## src/rtl/rv_slave_fifo_if.sv

```systemverilog
// Ready/valid bus bundle for rv_slave_fifo: an upstream (s_*) channel into the
// FIFO and a downstream (m_*) channel out of it.
//
// Handshake: a beat moves on a channel exactly on a rising clock edge where
// valid and ready are both 1. Once raised, valid and its data hold stable until
// that edge; ready may change freely and never depends combinationally on valid.
interface rv_slave_fifo_if #(
    parameter int DATA_W = 8
);
    logic              s_valid;
    logic [DATA_W-1:0] s_data;
    logic              s_ready;
    logic              m_valid;
    logic [DATA_W-1:0] m_data;
    logic              m_ready;

    // The FIFO itself: receives on s_*, sources on m_*.
    modport slave (
        input  s_valid,
        input  s_data,
        output s_ready,
        output m_valid,
        output m_data,
        input  m_ready
    );

    // The environment around the FIFO: drives upstream beats, consumes downstream.
    modport master (
        output s_valid,
        output s_data,
        input  s_ready,
        input  m_valid,
        input  m_data,
        output m_ready
    );
endinterface

```

## src/rtl/rv_slave_fifo.sv

```systemverilog
// First-word fall-through ready/valid FIFO with a registered upstream ready,
// an accepted-beat counter and a sticky data-sequence checker
// (each pushed byte is expected to be the previous pushed byte plus one).
module rv_slave_fifo #(
    parameter int DATA_W = 8,
    parameter int DEPTH  = 4
) (
    input  logic                     aclk,
    input  logic                     rstn,
    rv_slave_fifo_if.slave           bus,
    output logic [$clog2(DEPTH):0]   level,
    output logic [15:0]              rx_count,
    output logic                     seq_err
);
    localparam int AW = $clog2(DEPTH);
    localparam int LW = AW + 1;

    // Storage and pointers. Pointers are exactly AW bits so they wrap from
    // DEPTH-1 to 0 by plain binary overflow (DEPTH is a power of two).
    logic [DATA_W-1:0] mem_q [DEPTH];
    logic [DATA_W-1:0] mem_d [DEPTH];
    logic [AW-1:0]     wr_ptr_q, wr_ptr_d;
    logic [AW-1:0]     rd_ptr_q, rd_ptr_d;
    logic [LW-1:0]     level_q, level_d;

    // s_ready is a flop holding "next level < DEPTH", so it never depends on
    // m_ready within the same cycle.
    logic              s_ready_q, s_ready_d;

    // Statistics and sequence checking.
    logic [15:0]       rx_count_q, rx_count_d;
    logic              seq_err_q, seq_err_d;
    logic              first_q, first_d;
    logic [DATA_W-1:0] exp_q, exp_d;

    logic              push;
    logic              pop;
    logic              not_empty;

    assign not_empty = (level_q != '0);
    assign push      = bus.s_valid && s_ready_q;
    assign pop       = not_empty && bus.m_ready;

    // Occupancy, pointer and registered-ready next state.
    always_comb begin
        wr_ptr_d  = wr_ptr_q;
        rd_ptr_d  = rd_ptr_q;
        level_d   = level_q;
        if (push) begin
            wr_ptr_d = wr_ptr_q + AW'(1);
        end
        if (pop) begin
            rd_ptr_d = rd_ptr_q + AW'(1);
        end
        case ({push, pop})
            2'b10:   level_d = level_q + LW'(1);
            2'b01:   level_d = level_q - LW'(1);
            default: level_d = level_q;
        endcase
        s_ready_d = (level_d < LW'(DEPTH));
    end

    // Storage write: only the slot under the write pointer changes on a push.
    always_comb begin
        mem_d = mem_q;
        if (push) begin
            mem_d[wr_ptr_q] = bus.s_data;
        end
    end

    // Beat counter and sequence checker; the first push after reset only
    // primes the expected value, every later push is compared against it.
    always_comb begin
        rx_count_d = rx_count_q;
        seq_err_d  = seq_err_q;
        first_d    = first_q;
        exp_d      = exp_q;
        if (push) begin
            rx_count_d = rx_count_q + 16'd1;
            if (first_q) begin
                first_d = 1'b0;
            end else if (bus.s_data != exp_q) begin
                seq_err_d = 1'b1;
            end
            exp_d = bus.s_data + DATA_W'(1);
        end
    end

    // Control state: async reset empties the FIFO immediately.
    always_ff @(posedge aclk or negedge rstn) begin
        if (!rstn) begin
            wr_ptr_q   <= '0;
            rd_ptr_q   <= '0;
            level_q    <= '0;
            s_ready_q  <= 1'b0;
            rx_count_q <= '0;
            seq_err_q  <= 1'b0;
            first_q    <= 1'b1;
            exp_q      <= '0;
        end else begin
            wr_ptr_q   <= wr_ptr_d;
            rd_ptr_q   <= rd_ptr_d;
            level_q    <= level_d;
            s_ready_q  <= s_ready_d;
            rx_count_q <= rx_count_d;
            seq_err_q  <= seq_err_d;
            first_q    <= first_d;
            exp_q      <= exp_d;
        end
    end

    // Data storage has no reset: contents are only visible while level != 0.
    always_ff @(posedge aclk) begin
        mem_q <= mem_d;
    end

    // Outputs: head entry is presented directly (fall-through), zero when empty.
    assign bus.s_ready = s_ready_q;
    assign bus.m_valid = not_empty;
    assign bus.m_data  = not_empty ? mem_q[rd_ptr_q] : '0;
    assign level       = level_q;
    assign rx_count    = rx_count_q;
    assign seq_err     = seq_err_q;

endmodule

```

## src/flat_wrapper.sv

```systemverilog
// flat-port wrapper written by rule: the top's interface ports become plain ports
module rv_slave_fifo_flat 
#(
    parameter int DATA_W = 8,
    parameter int DEPTH  = 4
)
  (aclk, rstn, level, rx_count, seq_err, bus_s_valid, bus_s_data, bus_s_ready, bus_m_valid, bus_m_data, bus_m_ready);
  rv_slave_fifo_if #(.DATA_W(DATA_W)) bus_i ();
  input  logic aclk;
  input  logic rstn;
  output logic [$clog2(DEPTH):0] level;
  output logic [15:0] rx_count;
  output logic seq_err;
  input wire logic [$bits(bus_i.s_valid)-1:0] bus_s_valid;
  input wire logic [$bits(bus_i.s_data)-1:0] bus_s_data;
  output wire logic [$bits(bus_i.s_ready)-1:0] bus_s_ready;
  output wire logic [$bits(bus_i.m_valid)-1:0] bus_m_valid;
  output wire logic [$bits(bus_i.m_data)-1:0] bus_m_data;
  input wire logic [$bits(bus_i.m_ready)-1:0] bus_m_ready;
  assign bus_i.s_valid = bus_s_valid;
  assign bus_i.s_data = bus_s_data;
  assign bus_s_ready = bus_i.s_ready;
  assign bus_m_valid = bus_i.m_valid;
  assign bus_m_data = bus_i.m_data;
  assign bus_i.m_ready = bus_m_ready;
  rv_slave_fifo #(.DATA_W(DATA_W), .DEPTH(DEPTH)) u_core (.aclk(aclk), .rstn(rstn), .bus(bus_i), .level(level), .rx_count(rx_count), .seq_err(seq_err));
endmodule
```

## config.mk

```make
export PLATFORM = sky130hd
export DESIGN_NAME = rv_slave_fifo_flat
export DESIGN_NICKNAME = d
export VERILOG_FILES = /design/src/rtl/rv_slave_fifo_if.sv /design/src/rtl/rv_slave_fifo.sv /design/src/flat_wrapper.sv
export SDC_FILE = /design/constraint.sdc
export NUM_CORES = 1
export LEC_CHECK = 0
export ABC_AREA = 1
export BUFFER_PORTS_ARGS = -buffer_cell sky130_fd_sc_hd__buf_2
export CAP_MARGIN = 10
export CORE_ASPECT_RATIO = 0.9
export CORE_UTILIZATION = 40
export CTS_CLUSTER_DIAMETER = 60
export CTS_CLUSTER_SIZE = 28
export DETAILED_ROUTE_END_ITERATION = 12
export GPL_TIMING_DRIVEN = 0
export PLACE_DENSITY = 0.64
export SLEW_MARGIN = 20
export SYNTH_ARGS = -nofsm -noshare
export SYNTH_HDL_FRONTEND = slang
export SYNTH_SLANG_ARGS = --single-unit
```

## constraint.sdc

```tcl
create_clock -name aclk -period 2.1 [get_ports aclk]
set_input_delay 0.315 -clock aclk [delete_from_list [all_inputs] [get_ports aclk]]
set_output_delay 0.315 -clock aclk [all_outputs]
set_load 0.005 [all_outputs]
```

# After elaboration in Yosys (flattened, before gate mapping)
# Index checks and enable logic that the tools add are counted.
totals:
  ff_bits: 66
  out_inout_bits: 30
op_classes:
  magnitude_cmp: 4
  n_bitwise: 3
  n_mux: 8
  n_reduce_logical: 5
  n_eq_ne: 3
  n_addsub: 6
ops:
  columns: ["operator", "n"]
  rows:
  - ["$bwmux W32", 1]
  - ["$mux W8", 4]
  - ["$add A16 B1 Y16 const B", 1]
  - ["$bmux W8 S2", 1]
  - ["$demux W8 S2", 1]
  - ["$add A8 B1 Y8 const B", 1]
  - ["$ne A8 B8 Y1", 1]
  - ["$ge A3 B3 Y1 const B", 2]
  - ["$not A2 Y3", 2]
  - ["$pmux W3 S2", 1]
  - ["$add A2 B1 Y2 const B", 2]
  - ["$add A3 B1 Y3 const B", 1]
  - ["$logic_and A1 B1 Y1", 3]
  - ["$lt A3 B1 Y1 const B", 1]
  - ["$lt A3 B3 Y1 const B", 1]
  - ["$reduce_and A3 Y1", 1]
  - ["$reduce_bool A3 Y1", 1]
  - ["$sub A3 B1 Y3 const B", 1]
  - ["$eq A2 B1 Y1 const B", 1]
  - ["$eq A2 B2 Y1 const B", 1]
  - ["$not A1 Y1", 1]

# Depth between registers and ports, before layout
logic_depth:
  word_depth: 6
  depth_mapped: 10
  mapped_depth_nobuf: 10

# Worst setup path before layout
# Ideal clock, no wire load.
synth_path:
  kind: "register -> register"
  start: "register u_core.s_ready_q (netlist: u_core.bus.s_ready)"
  end: "register u_core.s_ready_q (netlist: u_core.bus.s_ready)"
  arrival_time_ps: 1823
  synth_period_minus_slack_ps: 1944
  required_ps: 1979
  setup_time_ps: 121
  setup_slack_ps: 156
  stages_incl_launch_ff: 10
  cell_sequence: "dfrtp_1 nand2_2 buf_4 buf_4 ha_1 fa_1 a21oi_1 o21ai_0 xor2_1 inv_1"
synth_between:
  elab_chain_len: 4
synth_rtl:
  columns: ["item", "line", "text"]
  rows:
  - ["start: declaration", "rv_slave_fifo.sv:28", "logic s_ready_q, s_ready_d;"]
  - ["start signal: assignment", "rv_slave_fifo.sv:104", "s_ready_q <= s_ready_d;"]
  - ["$logic_and A1 B1 Y1 *", "rv_slave_fifo.sv:41", "assign push = bus.s_valid && s_ready_q;"]
  - ["$eq A2 B1 Y1 / $eq A2 B2 Y1 (equally long branches)", "rv_slave_fifo.sv:55", "case ({push, pop})"]
  - ["$pmux W3 S2 *", "rv_slave_fifo.sv:55", null]
  - ["$lt A3 B3 Y1 *", "rv_slave_fifo.sv:60", "s_ready_d = (level_d < LW'(DEPTH));"]
  - ["net u_core.s_ready_d", "rv_slave_fifo.sv:28", null]
# Mark *: on every way through the listed nets, which the timed path passes. The rest lies on a longest branch.
# A chain may end at the register's enable or synchronous reset.

# Worst setup path in the final report
layout_path:
  start: "register u_core.level_q[0] (netlist: u_core.level[0])"
  end: "register u_core.s_ready_q (netlist: u_core.bus.s_ready)"
layout_between:
  elab_chain_len: 5
layout_rtl:
  columns: ["item", "line", "text"]
  rows:
  - ["start: declaration", "rv_slave_fifo.sv:24", "logic [LW-1:0] level_q, level_d;"]
  - ["start signal: assignment", "rv_slave_fifo.sv:103", "level_q <= level_d;"]
  - ["$reduce_bool A3 Y1 *", "rv_slave_fifo.sv:40", "assign not_empty = (level_q != '0);"]
  - ["$logic_and A1 B1 Y1 *", "rv_slave_fifo.sv:42", "assign pop = not_empty && bus.m_ready;"]
  - ["net u_core.pop", "rv_slave_fifo.sv:37", "logic pop;"]
  - ["$eq A2 B1 Y1 / $eq A2 B2 Y1 (equally long branches)", "rv_slave_fifo.sv:55", null]
  - ["$pmux W3 S2 *", "rv_slave_fifo.sv:55", null]
  - ["$lt A3 B3 Y1 *", "rv_slave_fifo.sv:60", null]
  - ["net u_core.s_ready_d", "rv_slave_fifo.sv:28", null]
# Marked as above.

==> results.md <==
* Status: complete, no violations
* GR Util met3 at 0.0408
* Post-synthesis mux area share at 0.00361
* Sequential share of the synthesized area at 0.581
* Worst-margin pin slew at roughly 0.82 ns
* Final count of pins violating max slew at 0
* # rows at 30
* Rel. slew slack at 0.451
* Final TNS setup at 0 ns
* Final GP Congestion at between 0.8 and 0.9
* # Max-Cap Violations at 0
* Met1 usage at 0.230
* Fillers at around 700
* Max frequency at around 520 MHz
* Post-synth EDFFs at 32
* Largest family of logic cells by synthesized area: simple AND/OR/NAND/NOR gates
* HPWL after DPL at ~4.3 mm
* Comb power frac at 0.348
* Place WS at -0.0819 ns
* Critical Path Source Type: flop
* Final Hold Fails at 0
* Hold-fix buffers at CTS at 0
* FFs w/ async S/R, synth at 0.515
* Synth warn at 0
* GRT Max-Usage Layer: met2
* Final setup margin at approximately 0.17 ns
* Internal Power at between 3000 and 4000 uW
* Post-Synth Adder-Cell Area at 0.0345
* First-pass GRT wire length at about 10 mm
* GRT overflow at 0
* DR vias/cell at approximately 4.8
* Crit-path max FO at 4
* CTS tree: built
* Longest Clk Path Bufs at 2
* Seq pwr share at 0.398
* Root buf cell: clkbuf_8
* Clk network pwr share at 0.255
* Vias at between 2000 and 2500
* Clock sink count at 66
* Routed WL at around 6.4 mm
* Critical path arrival at 2.16 ns
* Port Buffers at 41
* Routed wire length per instance at roughly 13 um
* PD cells at 1240 mW/mm2
* Clock Latency Late Sink at ~0.35 ns
* Total track usage at 0.173
* NetSw at roughly 1600 uW
* Drc violations at 0
* Final setup fails at 0
* Number of synthesized register bits at 66
* Switching Fraction at 0.345
* Worst VDD drop at 0.385 mV
* Mapped cell area at 0.00312 mm2
* Largest net degree at the start of global routing at 35
* Syn nets at approximately 340
* Commonest register cell after synthesis: dfrtp_1
* Die height at 85.8 um
* Core Footprint at 0.00754 mm2
* Syn Inst Count at between 300 and 400
* Post-Synth Simple-Gate Area at 0.203
* CTS H-tree depth at 3
* Pre-antenna DRT Iters at 4
* Detail Route Antenna Nets at 0
* Post-Synth XOR/XNOR Area at 0.0586
* Final Non-Filler Cells at 476
* Inserted Diodes at 0
* Vias in the first global route at 2184
* CTS Buf Count at 9
* DIE WIDTH at 95.1 um
* CP Data Required Time at 2.33 ns
* Post-synthesis cell type count at 32
* CTS clock-pin slew for the worst setup and hold paths at approximately 0.070 ns
* GR Util met2 at 0.260
* DRT iter0 DRCs at just over 100
* Worst Hold Class: input port to async pin
* Crit path kind: flop to flop
* Clock Skews at around 0.012 ns
* Layout Nets at roughly 400
* Starting density of the core at 0.413
* Share of cells above drive strength 1 at 0.232
* Tmin final at approximately 1.9 ns
* Area Overhead vs Synth at 20.0%
* Critical Path Sink Type: flop
* Complex-gate fraction of the synthesized area at 0.0622
* P_leak at 0.00174 uW
* Syn Area/Cell at around 10 um2
* Die area at approximately 0.008 mm2
* Tcrit/Tclk final at 0.919
* Cells after DPL at between 400 and 500
* Ports at 42
* Antenna violations before repair at 0
[flip-flops by register name (all words and copies together), names as in the netlist, named ones only]
register / flops
u_core.bus.s_ready: 1
u_core.exp_q: 8
u_core.first_q: 1
u_core.level: 2
u_core.mem_q: 32
u_core.rd_ptr_q: 2
u_core.rx_count: 16
u_core.seq_err: 1
u_core.wr_ptr_q: 2
[placed cells by master (no fill, tap or decap), types with 2 or more instances in the layout]
master and instances:
a21oi_1 10, buf_2 42, buf_4 11, buf_6 2, bufinv_16 2, clkbuf_8 9
clkinvlp_4 4, dfrtp_1 32, edfxtp_1 32, ha_1 6, inv_1 33, nand2_1 60
nand2_4 2, nand3_1 9, nand3_2 2, nand4_1 8, nor2_1 52, nor2_2 2
nor3_1 2, o21ai_0 22, o21ai_1 2, o21bai_1 2, xnor2_1 10, xor2_1 9
[metal layers]
metal | part of all wire | routed length, um
met5 | 0 | 0
met4 | 0.019 | 124
met3 | 0.032 | 204
met2 | 0.46 | 2970
met1 | 0.48 | 3110
[worst paths after layout]
kind,from,end,slack [ns],cells after the start
worst max-delay path,u_core.level[0],u_core.bus.s_ready,0.17,10
worst min-delay path,rstn,u_core.exp_q[6],0.06,1
worst max register to register,u_core.level[0],u_core.bus.s_ready,0.17,10
worst min register to register,u_core.first_q,u_core.first_q,0.45,2
max in group asynchronous,rstn,u_core.level[0],1.47,1
min in group aclk,bus_s_data[7],u_core.mem_q[7],0.26,1
[power groups by stage]
stage	combinational (uW)	sequential, uW	clock (uW)
CTS	1500	1850	1200
detailed placement	1490	1870	0
floorplan	976	1850	0
finish	1610	1840	1180
global placement	1450	1860	0
global route	1850	1880	1260
[metrics by stage]
step                      hold WS, ns   util  instance area, um2  power (uW)
after global placement          0.431  0.457                3440        3310
after CTS                      0.0899  0.485                3660        4550
after floorplan                0.0194      -                3120        2820
after detailed placement        0.434  0.457                3440        3360
after global routing            0.115  0.496                3740        4980
final                          0.0554  0.496                3740        4630
[repair_timing]
action | 4_1_cts | 5_1_grt
setup endpoints to repair | 1 | 6
setup buffers | 0 | 9
pin swaps | 1 | 3
resized for setup | 1 | 9
[worst max-delay path, stage by stage, from the launching register on]
cell and delay [ns]:
dfrtp_2 0.43, nor2_1 0.09, nand2_1 0.09, nand2_2 0.08, inv_1 0.06, ha_2 0.20, fa_1 0.39, a21oi_1 0.15
o21ai_1 0.09, xor2_1 0.19, inv_1 0.06
[cell families after synthesis]
group / count (synthesis)
AO/OA/AOI/OAI: 37
XOR/XNOR: 20
adder cells (fa/ha/maj): 8
buffers and inverters: 42
flip-flops: 66
multiplexers: 1
AND/OR/NAND/NOR: 142
[cells in the mapped netlist, types with 2 or more instances]
cell type / instances / area, um2
a21oi_1: 10 / 50.1
buf_2: 2 / 10.0
buf_4: 4 / 30.0
dfrtp_1: 33 / 826
edfxtp_1: 32 / 961
ha_1: 7 / 87.6
inv_1: 34 / 128
nand2_1: 61 / 229
nand3_1: 9 / 45.0
nand3_2: 2 / 20.0
nand4_1: 8 / 50.1
nor2_1: 52 / 195
nor2_2: 2 / 12.5
nor3_1: 2 / 10.0
o21ai_0: 23 / 115
o21bai_1: 2 / 15.0
xnor2_1: 10 / 87.6
xor2_1: 9 / 78.8
[cell type report]
| cell class | instances | area (um2) | share of cell area |
|---|---|---|---|
| Multi-Input combinational cell | 208 | 1140 | 0.304 |
| Tap cell | 96 | 120 | 0.0321 |
| Clock buffer | 10 | 128 | 0.0341 |
| Sequential cell | 66 | 1810 | 0.485 |
| Clock inverter | 6 | 91.3 | 0.0244 |
| Inverter | 35 | 135 | 0.0361 |
| Buffer | 5 | 42.5 | 0.0114 |
| Timing Repair Buffer | 50 | 273 | 0.0729 |
No activity file was read; power rests on OpenSTA's default activity.
